## src/rtl/stamofu_reg_read_if.sv

```systemverilog
// Interface between the stamofu issue queue, the writeback bus / PRF read
// ports, the stamofu register-read stage and the stamofu address stage.
// The master modport is the environment around the stage; the slave modport
// is the register-read stage itself.
interface stamofu_reg_read_if #(
  parameter int PRF_BANK_COUNT         = 4,
  parameter int LOG_PRF_BANK_COUNT     = 2,
  parameter int LOG_STAMOFU_CQ_ENTRIES = 4,
  parameter int XLEN                   = 32
);
  // issue side
  logic                              issue_valid;
  logic                              issue_is_store;
  logic                              issue_is_amo;
  logic                              issue_is_fence;
  logic [3:0]                        issue_op;
  logic [11:0]                       issue_imm12;
  logic                              issue_A_forward;
  logic                              issue_A_is_zero;
  logic [LOG_PRF_BANK_COUNT-1:0]     issue_A_bank;
  logic                              issue_B_forward;
  logic                              issue_B_is_zero;
  logic [LOG_PRF_BANK_COUNT-1:0]     issue_B_bank;
  logic [LOG_STAMOFU_CQ_ENTRIES-1:0] issue_cq_index;
  logic                              pipeline_ready;

  // operand sources
  logic [PRF_BANK_COUNT-1:0][XLEN-1:0] WB_bus_data_by_bank;
  logic                                A_reg_read_ack;
  logic [XLEN-1:0]                     A_reg_read_data;
  logic                                B_reg_read_ack;
  logic [XLEN-1:0]                     B_reg_read_data;

  // address-stage side
  logic                              out_valid;
  logic                              out_is_store;
  logic                              out_is_amo;
  logic                              out_is_fence;
  logic [3:0]                        out_op;
  logic [LOG_STAMOFU_CQ_ENTRIES-1:0] out_cq_index;
  logic [XLEN-1:0]                   out_addr;
  logic [XLEN-1:0]                   out_wdata;
  logic                              out_ready;

  modport master (
    output issue_valid, issue_is_store, issue_is_amo, issue_is_fence, issue_op,
           issue_imm12, issue_A_forward, issue_A_is_zero, issue_A_bank,
           issue_B_forward, issue_B_is_zero, issue_B_bank, issue_cq_index,
           WB_bus_data_by_bank, A_reg_read_ack, A_reg_read_data,
           B_reg_read_ack, B_reg_read_data, out_ready,
    input  pipeline_ready, out_valid, out_is_store, out_is_amo, out_is_fence,
           out_op, out_cq_index, out_addr, out_wdata
  );

  modport slave (
    input  issue_valid, issue_is_store, issue_is_amo, issue_is_fence, issue_op,
           issue_imm12, issue_A_forward, issue_A_is_zero, issue_A_bank,
           issue_B_forward, issue_B_is_zero, issue_B_bank, issue_cq_index,
           WB_bus_data_by_bank, A_reg_read_ack, A_reg_read_data,
           B_reg_read_ack, B_reg_read_data, out_ready,
    output pipeline_ready, out_valid, out_is_store, out_is_amo, out_is_fence,
           out_op, out_cq_index, out_addr, out_wdata
  );
endinterface

```

## src/rtl/stamofu_reg_read.sv

```systemverilog
// Stamofu register-read stage. One operand-collect (OC) slot gathers the base
// (A) and store data (B) from x0, a one-shot WB-bus forward or a PRF read
// ack; once both are present and the output register is free, the op
// launches into the OUT register with its effective address computed.
module stamofu_reg_read #(
  parameter int PRF_BANK_COUNT         = 4,
  parameter int LOG_PRF_BANK_COUNT     = 2,
  parameter int LOG_STAMOFU_CQ_ENTRIES = 4,
  parameter int XLEN                   = 32
) (
  input logic               CLK,
  input logic               nRST,
  stamofu_reg_read_if.slave bus
);

  typedef enum logic {OC_IDLE, OC_COLLECT} oc_state_t;

  // per-operand collect state
  typedef struct packed {
    logic                          forward;
    logic [LOG_PRF_BANK_COUNT-1:0] bank;
    logic                          saved;
    logic [XLEN-1:0]               data;
  } operand_t;

  // operand-collect register
  oc_state_t                         oc_state;
  logic                              oc_first;
  logic                              oc_is_store;
  logic                              oc_is_amo;
  logic                              oc_is_fence;
  logic [3:0]                        oc_op;
  logic [11:0]                       oc_imm12;
  logic [LOG_STAMOFU_CQ_ENTRIES-1:0] oc_cq_index;
  operand_t                          oc_A;
  operand_t                          oc_B;

  // output register
  logic                              out_valid_q;
  logic                              out_is_store_q;
  logic                              out_is_amo_q;
  logic                              out_is_fence_q;
  logic [3:0]                        out_op_q;
  logic [LOG_STAMOFU_CQ_ENTRIES-1:0] out_cq_index_q;
  logic [XLEN-1:0]                   out_addr_q;
  logic [XLEN-1:0]                   out_wdata_q;

  logic [PRF_BANK_COUNT-1:0][XLEN-1:0] wb_data;
  logic                                oc_valid;
  logic                                A_satisfied;
  logic                                B_satisfied;
  logic [XLEN-1:0]                     A_value;
  logic [XLEN-1:0]                     B_value;
  logic                                launch;
  logic                                ready;
  logic                                accept;

  assign wb_data = bus.WB_bus_data_by_bank;

  // Returns {satisfied, value}. A saved operand (x0 or earlier hit) wins;
  // otherwise a first-cycle forward beats a same-cycle PRF ack.
  function automatic logic [XLEN:0] resolve(
    input operand_t        opnd,
    input logic            first,
    input logic            ack,
    input logic [XLEN-1:0] ack_data,
    input logic [XLEN-1:0] fwd_data
  );
    logic [XLEN:0] result;
    result = {opnd.saved, opnd.data};
    if (!opnd.saved) begin
      if (first && opnd.forward) result = {1'b1, fwd_data};
      else if (ack)              result = {1'b1, ack_data};
    end
    return result;
  endfunction

  // Operand resolution, launch decision and issue backpressure.
  always_comb begin
    // NOTE: every signal here is assigned on every pass through the block, so no path can leave one holding its old value (which would infer a latch).
    oc_valid                  = (oc_state == OC_COLLECT);
    {A_satisfied, A_value}    = resolve(oc_A, oc_first, bus.A_reg_read_ack,
                                        bus.A_reg_read_data, wb_data[oc_A.bank]);
    {B_satisfied, B_value}    = resolve(oc_B, oc_first, bus.B_reg_read_ack,
                                        bus.B_reg_read_data, wb_data[oc_B.bank]);
    launch = oc_valid & A_satisfied & B_satisfied & (~out_valid_q | bus.out_ready);
    ready  = ~oc_valid | launch;
    accept = bus.issue_valid & ready;
  end

  assign bus.pipeline_ready = ready;

  // OC slot: capture on accept, free on launch, otherwise keep collecting.
  // NOTE: sequential state uses non-blocking assignments so every flop samples pre-edge values regardless of statement order.
  always_ff @(posedge CLK or negedge nRST) begin
    if (!nRST) begin
      oc_state    <= OC_IDLE;
      oc_first    <= 1'b0;
      oc_is_store <= 1'b0;
      oc_is_amo   <= 1'b0;
      oc_is_fence <= 1'b0;
      oc_op       <= '0;
      oc_imm12    <= '0;
      oc_cq_index <= '0;
      // NOTE: the saved operand data is reset along with its flags; it is only a couple of words and keeps X out of the launch mux.
      oc_A        <= '0;
      oc_B        <= '0;
    end else if (accept) begin
      oc_state     <= OC_COLLECT;
      oc_first     <= 1'b1;
      oc_is_store  <= bus.issue_is_store;
      oc_is_amo    <= bus.issue_is_amo;
      oc_is_fence  <= bus.issue_is_fence;
      oc_op        <= bus.issue_op;
      oc_imm12     <= bus.issue_imm12;
      oc_cq_index  <= bus.issue_cq_index;
      oc_A.forward <= bus.issue_A_forward;
      oc_A.bank    <= bus.issue_A_bank;
      oc_A.saved   <= bus.issue_A_is_zero;
      oc_A.data    <= '0;
      oc_B.forward <= bus.issue_B_forward;
      oc_B.bank    <= bus.issue_B_bank;
      oc_B.saved   <= bus.issue_B_is_zero;
      oc_B.data    <= '0;
    end else if (launch) begin
      oc_state <= OC_IDLE;
      oc_first <= 1'b0;
    end else if (oc_valid) begin
      oc_first   <= 1'b0;
      oc_A.saved <= A_satisfied;
      oc_A.data  <= A_value;
      oc_B.saved <= B_satisfied;
      oc_B.data  <= B_value;
    end
  end

  // OUT register: load on launch, hold until the address stage takes it.
  always_ff @(posedge CLK or negedge nRST) begin
    if (!nRST) begin
      out_valid_q    <= 1'b0;
      out_is_store_q <= 1'b0;
      out_is_amo_q   <= 1'b0;
      out_is_fence_q <= 1'b0;
      out_op_q       <= '0;
      out_cq_index_q <= '0;
      out_addr_q     <= '0;
      out_wdata_q    <= '0;
    end else if (launch) begin
      out_valid_q    <= 1'b1;
      out_is_store_q <= oc_is_store;
      out_is_amo_q   <= oc_is_amo;
      out_is_fence_q <= oc_is_fence;
      out_op_q       <= oc_op;
      out_cq_index_q <= oc_cq_index;
      out_addr_q     <= A_value + {{(XLEN-12){oc_imm12[11]}}, oc_imm12};
      out_wdata_q    <= B_value;
    end else if (bus.out_ready) begin
      out_valid_q <= 1'b0;
    end
  end

  assign bus.out_valid    = out_valid_q;
  assign bus.out_is_store = out_is_store_q;
  assign bus.out_is_amo   = out_is_amo_q;
  assign bus.out_is_fence = out_is_fence_q;
  assign bus.out_op       = out_op_q;
  assign bus.out_cq_index = out_cq_index_q;
  assign bus.out_addr     = out_addr_q;
  assign bus.out_wdata    = out_wdata_q;

endmodule
```

## src/flat_wrapper.sv

```systemverilog
// flat-port wrapper written by rule: the top's interface ports become plain ports
module stamofu_reg_read_flat 
#(
  parameter int PRF_BANK_COUNT         = 4,
  parameter int LOG_PRF_BANK_COUNT     = 2,
  parameter int LOG_STAMOFU_CQ_ENTRIES = 4,
  parameter int XLEN                   = 32
)
  (CLK, nRST, bus_issue_valid, bus_issue_is_store, bus_issue_is_amo, bus_issue_is_fence, bus_issue_op, bus_issue_imm12, bus_issue_A_forward, bus_issue_A_is_zero, bus_issue_A_bank, bus_issue_B_forward, bus_issue_B_is_zero, bus_issue_B_bank, bus_issue_cq_index, bus_WB_bus_data_by_bank, bus_A_reg_read_ack, bus_A_reg_read_data, bus_B_reg_read_ack, bus_B_reg_read_data, bus_out_ready, bus_pipeline_ready, bus_out_valid, bus_out_is_store, bus_out_is_amo, bus_out_is_fence, bus_out_op, bus_out_cq_index, bus_out_addr, bus_out_wdata);
  stamofu_reg_read_if #(.PRF_BANK_COUNT(PRF_BANK_COUNT), .LOG_PRF_BANK_COUNT(LOG_PRF_BANK_COUNT), .LOG_STAMOFU_CQ_ENTRIES(LOG_STAMOFU_CQ_ENTRIES), .XLEN(XLEN)) bus_i ();
  input logic CLK;
  input logic nRST;
  input wire logic [$bits(bus_i.issue_valid)-1:0] bus_issue_valid;
  input wire logic [$bits(bus_i.issue_is_store)-1:0] bus_issue_is_store;
  input wire logic [$bits(bus_i.issue_is_amo)-1:0] bus_issue_is_amo;
  input wire logic [$bits(bus_i.issue_is_fence)-1:0] bus_issue_is_fence;
  input wire logic [$bits(bus_i.issue_op)-1:0] bus_issue_op;
  input wire logic [$bits(bus_i.issue_imm12)-1:0] bus_issue_imm12;
  input wire logic [$bits(bus_i.issue_A_forward)-1:0] bus_issue_A_forward;
  input wire logic [$bits(bus_i.issue_A_is_zero)-1:0] bus_issue_A_is_zero;
  input wire logic [$bits(bus_i.issue_A_bank)-1:0] bus_issue_A_bank;
  input wire logic [$bits(bus_i.issue_B_forward)-1:0] bus_issue_B_forward;
  input wire logic [$bits(bus_i.issue_B_is_zero)-1:0] bus_issue_B_is_zero;
  input wire logic [$bits(bus_i.issue_B_bank)-1:0] bus_issue_B_bank;
  input wire logic [$bits(bus_i.issue_cq_index)-1:0] bus_issue_cq_index;
  input wire logic [$bits(bus_i.WB_bus_data_by_bank)-1:0] bus_WB_bus_data_by_bank;
  input wire logic [$bits(bus_i.A_reg_read_ack)-1:0] bus_A_reg_read_ack;
  input wire logic [$bits(bus_i.A_reg_read_data)-1:0] bus_A_reg_read_data;
  input wire logic [$bits(bus_i.B_reg_read_ack)-1:0] bus_B_reg_read_ack;
  input wire logic [$bits(bus_i.B_reg_read_data)-1:0] bus_B_reg_read_data;
  input wire logic [$bits(bus_i.out_ready)-1:0] bus_out_ready;
  output wire logic [$bits(bus_i.pipeline_ready)-1:0] bus_pipeline_ready;
  output wire logic [$bits(bus_i.out_valid)-1:0] bus_out_valid;
  output wire logic [$bits(bus_i.out_is_store)-1:0] bus_out_is_store;
  output wire logic [$bits(bus_i.out_is_amo)-1:0] bus_out_is_amo;
  output wire logic [$bits(bus_i.out_is_fence)-1:0] bus_out_is_fence;
  output wire logic [$bits(bus_i.out_op)-1:0] bus_out_op;
  output wire logic [$bits(bus_i.out_cq_index)-1:0] bus_out_cq_index;
  output wire logic [$bits(bus_i.out_addr)-1:0] bus_out_addr;
  output wire logic [$bits(bus_i.out_wdata)-1:0] bus_out_wdata;
  assign bus_i.issue_valid = bus_issue_valid;
  assign bus_i.issue_is_store = bus_issue_is_store;
  assign bus_i.issue_is_amo = bus_issue_is_amo;
  assign bus_i.issue_is_fence = bus_issue_is_fence;
  assign bus_i.issue_op = bus_issue_op;
  assign bus_i.issue_imm12 = bus_issue_imm12;
  assign bus_i.issue_A_forward = bus_issue_A_forward;
  assign bus_i.issue_A_is_zero = bus_issue_A_is_zero;
  assign bus_i.issue_A_bank = bus_issue_A_bank;
  assign bus_i.issue_B_forward = bus_issue_B_forward;
  assign bus_i.issue_B_is_zero = bus_issue_B_is_zero;
  assign bus_i.issue_B_bank = bus_issue_B_bank;
  assign bus_i.issue_cq_index = bus_issue_cq_index;
  assign bus_i.WB_bus_data_by_bank = bus_WB_bus_data_by_bank;
  assign bus_i.A_reg_read_ack = bus_A_reg_read_ack;
  assign bus_i.A_reg_read_data = bus_A_reg_read_data;
  assign bus_i.B_reg_read_ack = bus_B_reg_read_ack;
  assign bus_i.B_reg_read_data = bus_B_reg_read_data;
  assign bus_i.out_ready = bus_out_ready;
  assign bus_pipeline_ready = bus_i.pipeline_ready;
  assign bus_out_valid = bus_i.out_valid;
  assign bus_out_is_store = bus_i.out_is_store;
  assign bus_out_is_amo = bus_i.out_is_amo;
  assign bus_out_is_fence = bus_i.out_is_fence;
  assign bus_out_op = bus_i.out_op;
  assign bus_out_cq_index = bus_i.out_cq_index;
  assign bus_out_addr = bus_i.out_addr;
  assign bus_out_wdata = bus_i.out_wdata;
  stamofu_reg_read #(.PRF_BANK_COUNT(PRF_BANK_COUNT), .LOG_PRF_BANK_COUNT(LOG_PRF_BANK_COUNT), .LOG_STAMOFU_CQ_ENTRIES(LOG_STAMOFU_CQ_ENTRIES), .XLEN(XLEN)) u_core (.CLK(CLK), .nRST(nRST), .bus(bus_i));
endmodule
```

## config.mk

```make
export PLATFORM = sky130hd
export DESIGN_NAME = stamofu_reg_read_flat
export DESIGN_NICKNAME = d
export VERILOG_FILES = /design/src/rtl/stamofu_reg_read_if.sv /design/src/rtl/stamofu_reg_read.sv /design/src/flat_wrapper.sv
export SDC_FILE = /design/constraint.sdc
export NUM_CORES = 1
export LEC_CHECK = 0
export BUFFER_PORTS_ARGS = -buffer_cell sky130_fd_sc_hd__buf_2
export CORE_UTILIZATION = 59
export CTS_BUF_LIST = sky130_fd_sc_hd__clkbuf_8
export CTS_CLUSTER_DIAMETER = 30
export DETAILED_ROUTE_END_ITERATION = 6
export PLACE_DENSITY = 0.95
export RECOVER_POWER = 25
export SYNTH_ARGS = -nofsm -noshare
export SYNTH_HDL_FRONTEND = slang
export SYNTH_SLANG_ARGS = --single-unit
export TNS_END_PERCENT = 1
```

## constraint.sdc

```tcl
create_clock -name CLK -period 8.28 [get_ports CLK]
set_input_delay 1.656 -clock CLK [delete_from_list [all_inputs] [get_ports CLK]]
set_output_delay 1.656 -clock CLK [all_outputs]
set_load 0.02 [all_outputs]
```

## Word level (Yosys, flattened, before mapping)

Index checks and enable logic that the tools add are counted.

| cells by class | value |
|---|---|
| add/subtract/negate cells | 1 |
| order comparisons | 2 |
| equality and inequality tests | 1 |
| mux-type cells | 23 |
| bitwise gates (word level) | 8 |
| reduce and logical (&&, ||, !) cells | 7 |

Operators by type and width:

| kind | count |
|---|---|
| $mux 33 | 12 |
| $bmux 32 s2 | 2 |
| $mux 32 | 2 |
| $add 32x32->32 | 1 |
| $mux 1 | 7 |
| $lt 2x3->1 const B | 2 |
| $reduce_bool 2->1 | 3 |
| $and 1x1->1 | 4 |
| $reduce_bool 3->1 | 1 |
| $logic_and 1x1->1 | 2 |
| $ne 2x2->1 const B | 1 |
| $not 1->1 | 2 |
| $or 1x1->1 | 2 |
| $reduce_and 2->1 | 1 |

| storage, ports and cells | value |
|---|---|
| register bits after elaboration | 173 |
| input port bits | 229 |
| output and inout bits | 77 |
| word-level logic and storage cells | 66 |

## Depth between registers and ports, before layout

Gate-level depths: netlist (run 1).

| logic depth | value |
|---|---|
| depth in word-level cells | 11 |
| mapped depth | 16 |
| depth with buffers taken out | 14 |

## Worst setup path before layout (run 1)

Ideal clock, no wire load.

| timing path | value |
|---|---|
| path kind | input -> register |
| from | in bus_A_reg_read_ack |
| to | reg u_core.out_addr_q[10], in the netlist u_core.bus.out_addr[10] |
| setup time | 133 ps |
| data arrival time | 4546 ps |
| required time | 8147 ps |
| path slack | 3601 ps |
| stages on the path | 15 |
| path buffers | 2 |
| cells stage by stage | a21oi_1 > or2_2 > clkbuf_1 > clkbuf_1 > o21ai_0 > ha_1 > fa_1 > a21oi_1 > o21ai_1 > a31o_2 > a21o_1 > a21o_1 > a21oi_1 > xor2_1 > o21ai_0 |

| on the way | value |
|---|---|
| cells in the longest elaborated chain, start to end | 6 |

RTL lines:

| element | RTL line | RTL |
|---|---|---|
| from (decl) | flat_wrapper.sv:27 | `input wire logic [$bits(bus_i.A_reg_read_ack)-1:0] bus_A_reg_read_ack;` |
| $mux 33 * | stamofu_reg_read.sv:73 | `else if (ack) result = {1'b1, ack_data};` |
| $mux 33 * | stamofu_reg_read.sv:72 | `if (first && opnd.forward) result = {1'b1, fwd_data};` |
| $mux 33 * | stamofu_reg_read.sv:71 | `if (!opnd.saved) begin` |
| branches (longest 3 deep; another with $add 32x32->32) | n/a |  |
| to (signal assigned) | stamofu_reg_read.sv:155 | `out_addr_q <= A_value + {{(XLEN-12){oc_imm12[11]}}, oc_imm12};` |
| to (decl) | stamofu_reg_read.sv:45 | `logic [XLEN-1:0] out_addr_q;` |

Every way passes the cells marked *.
A chain may end at the register's enable or synchronous reset.

## Final worst setup path (run 1)

| timing path | value |
|---|---|
| from | in bus_A_reg_read_ack |
| to | out bus_pipeline_ready |

| on the way | value |
|---|---|
| cells in the longest elaborated chain, start to end | 7 |

RTL lines:

| element | RTL line | RTL |
|---|---|---|
| $mux 33 | stamofu_reg_read.sv:73 |  |
| $mux 33 | stamofu_reg_read.sv:72 |  |
| $mux 33 | stamofu_reg_read.sv:71 |  |
| $and 1x1->1 (3 in a row) | stamofu_reg_read.sv:86 | `launch = oc_valid & A_satisfied & B_satisfied & (~out_valid_q \| bus.out_ready);` |
| $or 1x1->1 | stamofu_reg_read.sv:87 | `ready = ~oc_valid \| launch;` |
| to (decl) | flat_wrapper.sv:32 | `output wire logic [$bits(bus_i.pipeline_ready)-1:0] bus_pipeline_ready;` |

Every way passes these cells.

==> impl_metrics.json, run 1 <==
{
  "cts-root-buf": "clkbuf_8",
  "gp_congestion": 0.879,
  "row_count": 49,
  "io_buffers": 305,
  "synth_area_um2": 11100,
  "hold_path.class": "reg -> reg",
  "arrival_ns": 3.24,
  "die_area_um2": 19300,
  "cts_max_level": 4,
  "finalCriticalPeriod_ns": 4.89,
  "grt_overflow": 0,
  "tns_ns": 0,
  "synth_fp_nets": 1343,
  "nNetsFinal": 1596,
  "die_y_um": 139,
  "first_pass_iters": 7,
  "antenna_found_initial": 10,
  "drt-initial-drc-count": 915,
  "synth-seq-area-share_pct": 39.1,
  "drive_gt1_share_pct": 34.2,
  "vias_per_cell": 6.32,
  "ys_warn_count": 0,
  "grt_pass1_wl_um": 53300,
  "final_hold_viol_count": 0,
  "grt_start_max_net_pins": 101,
  "postSynthAreaPerCell_um2": 10.2,
  "violations": "design-rule violations",
  "p_per_area_nw_per_um2": 306,
  "worst_hold_slack_ns": 0.471,
  "rsz0062_at_grt": "no",
  "min_from": "u_core.oc_op[3]",
  "worstReg2RegStart": "u_core.oc_A[33]",
  "tightest_slew_ns": 1.09,
  "ir_drop_uv": 238,
  "fin_crit_sh_pct": 59.1,
  "setup_ws_ns": 3.39,
  "track_usage_pct": 36.1,
  "maxSlewViolCount": 0,
  "syn2layout_area_growth_pct": 17.8,
  "routed_wl_um": 33900,
  "max_freq_mhz": 204,
  "power.net_switching_w": 0.00183,
  "crit_type": "in -> out",
  "cts_setup_buffers": 0,
  "swShare_pct": 45.8,
  "clock-skew-final_ns": 0.0220,
  "crit_required_ns": 6.62,
  "post_cts_resized": 0,
  "drc_errors": 7,
  "intPower_w": 0.00217,
  "ys.flop_type": "dfrtp_1",
  "cp-start-kind": "input pin",
  "n_fill_cell": 1319,
  "leakage_nw": 6.46,
  "synthDistinctLibCells": 62,
  "endpoint_kind": "primary output",
  "hpwl_um": 26000,
  "ant_nets": 0,
  "reg2reg_slack_ns": 3.95,
  "cts_num_sinks": 173,
  "coreArea_um2": 18200,
  "p_comb_share_pct": 52.2,
  "timing.rr.end": "u_core.bus.out_addr[22]",
  "min_path_cells": 2,
  "grt_pass1_vias": 10100,
  "seq_power_share_pct": 32.7,
  "reg2reg_depth": 14,
  "insertion_delay_ns": 0.49,
  "critical_path.max_fanout": 67,
  "setup_viol": 0,
  "synth_cells": 1082,
  "cts_hold_buf": 0,
  "status": "finished, violations left",
  "cts_buffer_depth": 2,
  "place_ws_ns": 2.87,
  "relSlewSlack_pct": 27.6,
  "start_util_pct": 60.8,
  "ios": 306,
  "synth-seq-cells": 173,
  "vias": 10000,
  "cts_tree": "built",
  "cts.clk_slew.worst_paths_ns": 0.11,
  "die_w_um": 139,
  "numCtsBuffers": 17,
  "ys_async_sr_fraction_pct": 100,
  "drv.max_cap_violation_count": 0,
  "holdPathEnd": "u_core.bus.out_op[3]",
  "synth-edff-count": 0,
  "avgRoutedWirePerCell_um": 21.4,
  "pwr-share-clk_pct": 15.1
}
## how the worst max path moves through the flow
stage | start | endpoint | slack (ns) | depth (start not counted)
after floorplan | bus_A_reg_read_ack | u_core.bus.out_addr[10] | 3.60 | 15
after global placement | bus_A_reg_read_ack | u_core.bus.out_addr[10] | 2.97 | 14
after detailed placement | bus_A_reg_read_ack | u_core.bus.out_addr[22] | 2.87 | 14
after CTS | bus_A_reg_read_ack | u_core.bus.out_addr[22] | 3.40 | 14
after global routing | bus_A_reg_read_ack | u_core.bus.out_addr[27] | 3.01 | 13
final | bus_A_reg_read_ack | bus_pipeline_ready | 3.39 | 8
## cell families (layout without fill, tap and decap cells)
logic type      after synthesis  in the layout  synth area share [%]
simple gates                313            313                  13.6
compound gates              289            289                  16.0
flops                       173            173                  39.1
mux                         158            158                  21.8
buf+inv                      89            355                  3.60
fa+ha+maj                    32             32                  3.68
xor+xnor                     28             28                  2.21
other cells                   0             10                     0
## power groups by stage
stage	Clock [W]	Combinational, W	Sequential, W
after global placement	0	0.00201	0.00131
final	0.000605	0.00209	0.00131
after CTS	0.000607	0.00208	0.00131
after floorplan	0	0.00132	0.00146
after detailed placement	0	0.00207	0.00132
after global routing	0.000642	0.00226	0.00135
## worst max-delay path, cell delays in order
cell,delay [ns]
buf_2,0.10
a21oi_1,0.19
a21oi_1,0.16
and2_4,0.19
nor2b_4,0.09
buf_4,0.53
inv_2,0.09
buf_2,0.18
## area by class of cell
type | count | area, um^2 | area share, %
multi-input cells | 820 | 6370 | 48.8
flip-flops and latches | 173 | 4330 | 33.2
repair buffers | 316 | 1610 | 12.3
well taps | 229 | 287 | 2.20
clock buffers | 17 | 234 | 1.79
clock inverters | 15 | 170 | 1.30
inverters | 7 | 26.3 | 0.201
diodes | 10 | 25.0 | 0.192
## state kept, by name, indices dropped and copies added (netlist names), 4 cells and up
signal,flops
u_core.oc_B,36
u_core.bus.out_op,4
u_core.bus.out_cq_index,4
u_core.oc_imm12,12
u_core.oc_op,4
u_core.bus.out_wdata,32
u_core.oc_A,36
u_core.oc_cq_index,4
u_core.bus.out_addr,32
## metal layers
| metal | routed length (um) | global-route usage (%) |
|---|---|---|
| met1 | 13000 | 45.5 |
| met5 | 0 | 0 |
| met4 | 2000 | 23.0 |
| met2 | 16300 | 57.8 |
| met3 | 2630 | 6.63 |
## synthesized netlist by cell type (4+ instances only)
| cell type | count | area share, % |
|---|---|---|
| ha_1 | 31 | 3.5 |
| o21ai_0 | 130 | 5.9 |
| buf_2 | 25 | 1.1 |
| nor2_1 | 53 | 1.8 |
| xor2_1 | 13 | 1.0 |
| mux2_2 | 25 | 2.5 |
| o21a_1 | 4 | 0.27 |
| xnor2_1 | 15 | 1.2 |
| nand3b_1 | 32 | 2.2 |
| nor3b_1 | 31 | 2.1 |
| nor3_1 | 6 | 0.27 |
| inv_1 | 7 | 0.24 |
| mux4_2 | 64 | 13 |
| clkbuf_1 | 39 | 1.3 |
| a21o_1 | 49 | 3.3 |
| buf_1 | 11 | 0.37 |
| nand4_1 | 6 | 0.34 |
| o21bai_1 | 5 | 0.34 |
| mux2_1 | 4 | 0.41 |
| dfrtp_1 | 173 | 39 |
| nand2_1 | 159 | 5.4 |
| nand3_1 | 8 | 0.36 |
| buf_4 | 4 | 0.27 |
| a21oi_1 | 65 | 2.9 |
| mux2i_1 | 65 | 5.9 |
## placed cells by master, fill, tap and decap left out, types with 6 or more instances in the layout
cell type,n
xor2_1,13
mux4_2,64
mux2_2,25
buf_2,301
inv_1,6
o21ai_0,130
dfrtp_1,171
xnor2_1,15
mux2i_1,65
nand4_1,6
a21oi_1,66
nor2_1,53
clkbuf_8,17
nand3b_1,32
nor3b_1,31
nor3_1,6
a21o_1,49
nand3_1,8
nand2_1,158
ha_1,31
diode_2,10
buf_4,11
## metrics by stage
step | total power, W | area, um^2 | cells | util [%]
5_1_grt | 0.00425 | 13100 | 1587 | 71.7
4_1_cts | 0.00399 | 13000 | 1577 | 71.6
3_5_place_dp | 0.00340 | 12600 | 1545 | 69.4
6_report | 0.00400 | 13100 | 1587 | 71.7
2_1_floorplan | 0.00278 | 11100 | 1082 | -
3_3_place_gp | 0.00332 | 12600 | 1545 | 69.4
Note: power is estimated with default switching activity, not from simulation.
==> inputs of run 2 (changes only) <==
- CORE_UTILIZATION: 59 -> 55
- PLACE_DENSITY: 0.95 -> 0.93
- clock period: 8.28 -> 4.85 ns (I/O delays scaled with it)
==> impl_metrics.json, run 2 (synthesis gave the netlist of run 1 again) <==
{
  "status": "finished, violations left",
  "violations": "max-capacitance violations, max-slew violations",
  "cp_slowest_cell": "dfrtp_2",
  "ant_nets": 0,
  "final_hold_viol_count": 0,
  "antenna_found_initial": 5,
  "maxSlewViolCount": 176,
  "cts_buffer_depth": 2,
  "fin_crit_sh_pct": 90.2,
  "io_buffers": 305,
  "vias_per_cell": 6.12,
  "drv.max_cap_violation_count": 2,
  "drive_gt1_share_pct": 34.7,
  "swShare_pct": 45.7,
  "cts_num_sinks": 173,
  "first_pass_iters": 5,
  "min_from": "u_core.bus.out_addr[26]",
  "top_regs": "u_core.oc_A: 36 flops, u_core.oc_B: 36 flops",
  "grt_pass1_vias": 9579,
  "gp_congestion": 0.911,
  "post_cts_resized": 0,
  "finalCriticalPeriod_ns": 4.37,
  "drc_errors": 0,
  "endpoint_kind": "flop",
  "leakage_nw": 6.48,
  "p_comb_share_pct": 52.2,
  "clock-skew-final_ns": 0.0201,
  "timing.rr.end": "u_core.bus.out_addr[31]",
  "cts_tree": "built",
  "critPathMostFrequentCell": "a21o_1",
  "reg2reg_slack_ns": 0.48,
  "ios": 306,
  "critical_path.max_fanout": 29,
  "coreArea_um2": 19600,
  "ir_drop_uv": 551,
  "die_y_um": 144,
  "seq_power_share_pct": 33.0,
  "min_path_cells": 2,
  "vias": 9945,
  "cts_hold_buf": 0,
  "arrival_ns": 4.71,
  "cp_cell_sequence": "mux4_2, mux2i_1, o21ai_0, ha_1, a21o_1, a21o_1, a221oi_1, a31oi_2, a21oi_2, o31ai_2, xnor2_1, o21ai_2",
  "worstReg2RegStart": "u_core.oc_A[33]",
  "relSlewSlack_pct": -51.7,
  "p_per_area_nw_per_um2": 523,
  "grt_pass1_wl_um": 51300,
  "insertion_delay_ns": 0.48,
  "layout_commonest_cell": "buf_2",
  "die_w_um": 144,
  "routed_wl_um": 34500,
  "grt_overflow": 0,
  "power.net_switching_w": 0.00313,
  "reg2reg_depth": 12,
  "hpwl_um": 26200,
  "crit_family": "compound AO/OA/AOI/OAI gates",
  "cp-start-kind": "flop",
  "die_area_um2": 20700,
  "intPower_w": 0.00372,
  "cts-root-buf": "clkbuf_8",
  "final_cell_mix": "buf_2, dfrtp_1, nand2_1",
  "avgRoutedWirePerCell_um": 21.2,
  "track_usage_pct": 33.5,
  "drt-initial-drc-count": 819,
  "rsz0062_at_grt": "no",
  "multi_input_area_um2": 6370,
  "grt_start_max_net_pins": 92,
  "n_fill_cell": 1512,
  "tns_ns": 0,
  "cts_max_level": 4,
  "crit_type": "reg -> reg",
  "tightest_slew_ns": 2.28,
  "cts.clk_slew.worst_paths_ns": 0.10,
  "numCtsBuffers": 17,
  "p_total_w": 0.00685,
  "hold_path.class": "reg -> reg",
  "row_count": 51,
  "critPathBufInv": 0,
  "cts_setup_buffers": 0,
  "holdPathEnd": "u_core.bus.out_addr[26]",
  "max_freq_mhz": 229,
  "max_stage_delay_ns": 1.02,
  "setup_viol": 0,
  "syn2layout_area_growth_pct": 18.3,
  "crit_required_ns": 5.18,
  "start_util_pct": 56.5,
  "pwr-share-clk_pct": 14.8,
  "nNetsFinal": 1600,
  "seq_area_um2": 4330
}
[run 2: changes by cell type in the layout (fill, tap and decap cells not counted), moves of 2 or more]
cell / before / now
clkbuf_1: 3 / 0
diode_2: 10 / 7
buf_2: 301 / 305
inv_8: 4 / 2
buf_4: 11 / 14
[run 2: final cells by class]
cell class,count,share of cell area [%]
multi-input cells,820,48.6
clock inverters,14,1.14
clock buffers,18,1.89
diodes,7,0.134
inverters,7,0.200
repair buffers,320,12.5
flip-flops and latches,173,33.0
well taps,265,2.53
[run 2: power by group through the flow]
| stage | clock, W | sequential, W | combinational, W |
|---|---|---|---|
| after floorplan | 0 | 0.00249 | 0.00225 |
| after global placement | 0 | 0.00226 | 0.00343 |
| after detailed placement | 0 | 0.00228 | 0.00354 |
| after CTS | 0.00102 | 0.00226 | 0.00355 |
| after global routing | 0.00108 | 0.00232 | 0.00385 |
| final | 0.00101 | 0.00226 | 0.00358 |
[run 2: tightest hold or removal path: cells and delay by family (launching register included)]
kind	cells	cell delay [ns]
DFF	1	0.35
AOI/OAI and AO/OA	1	0.05
and+or+nand+nor	1	0.04
[run 2: worst max path at each step]
stage	startpoint	to	slack (ns)	cells past startpoint
2_1_floorplan	bus_A_reg_read_ack	u_core.bus.out_addr[10]	0.86	15
6_report	u_core.oc_A[33]	u_core.bus.out_addr[31]	0.48	12
3_3_place_gp	u_core.oc_A[33]	u_core.bus.out_addr[31]	0.63	12
5_1_grt	nRST	u_core.oc_imm12[9]	0.14	2
4_1_cts	u_core.oc_A[33]	u_core.bus.out_addr[31]	0.49	12
3_5_place_dp	bus_A_reg_read_ack	u_core.bus.out_addr[31]	0.50	14
[run 2: through the flow]
step	instances	hold slack (ns)	cell area, um^2	setup slack, ns	utilization, %
global route	1621	0.501	13100	0.140	66.9
detailed placement	1585	0.457	12700	0.503	64.9
finish	1624	0.477	13100	0.475	66.9
floorplan	1082	0.433	11100	0.857	-
CTS	1617	0.478	13100	0.493	66.9
global placement	1585	0.439	12700	0.627	64.9
[run 2: layer usage]
layer | vias to the layer above | wire length, um | part of all wire [%] | track usage, %
li1 | 4481 | - | - | -
met1 | 4782 | 13400 | 39 | 43.7
met2 | 557 | 16400 | 48 | 51.7
met3 | 123 | 2870 | 8.3 | 7.26
met4 | 2 | 1810 | 5.3 | 19.5
met5 | - | 9 | 0.026 | 0
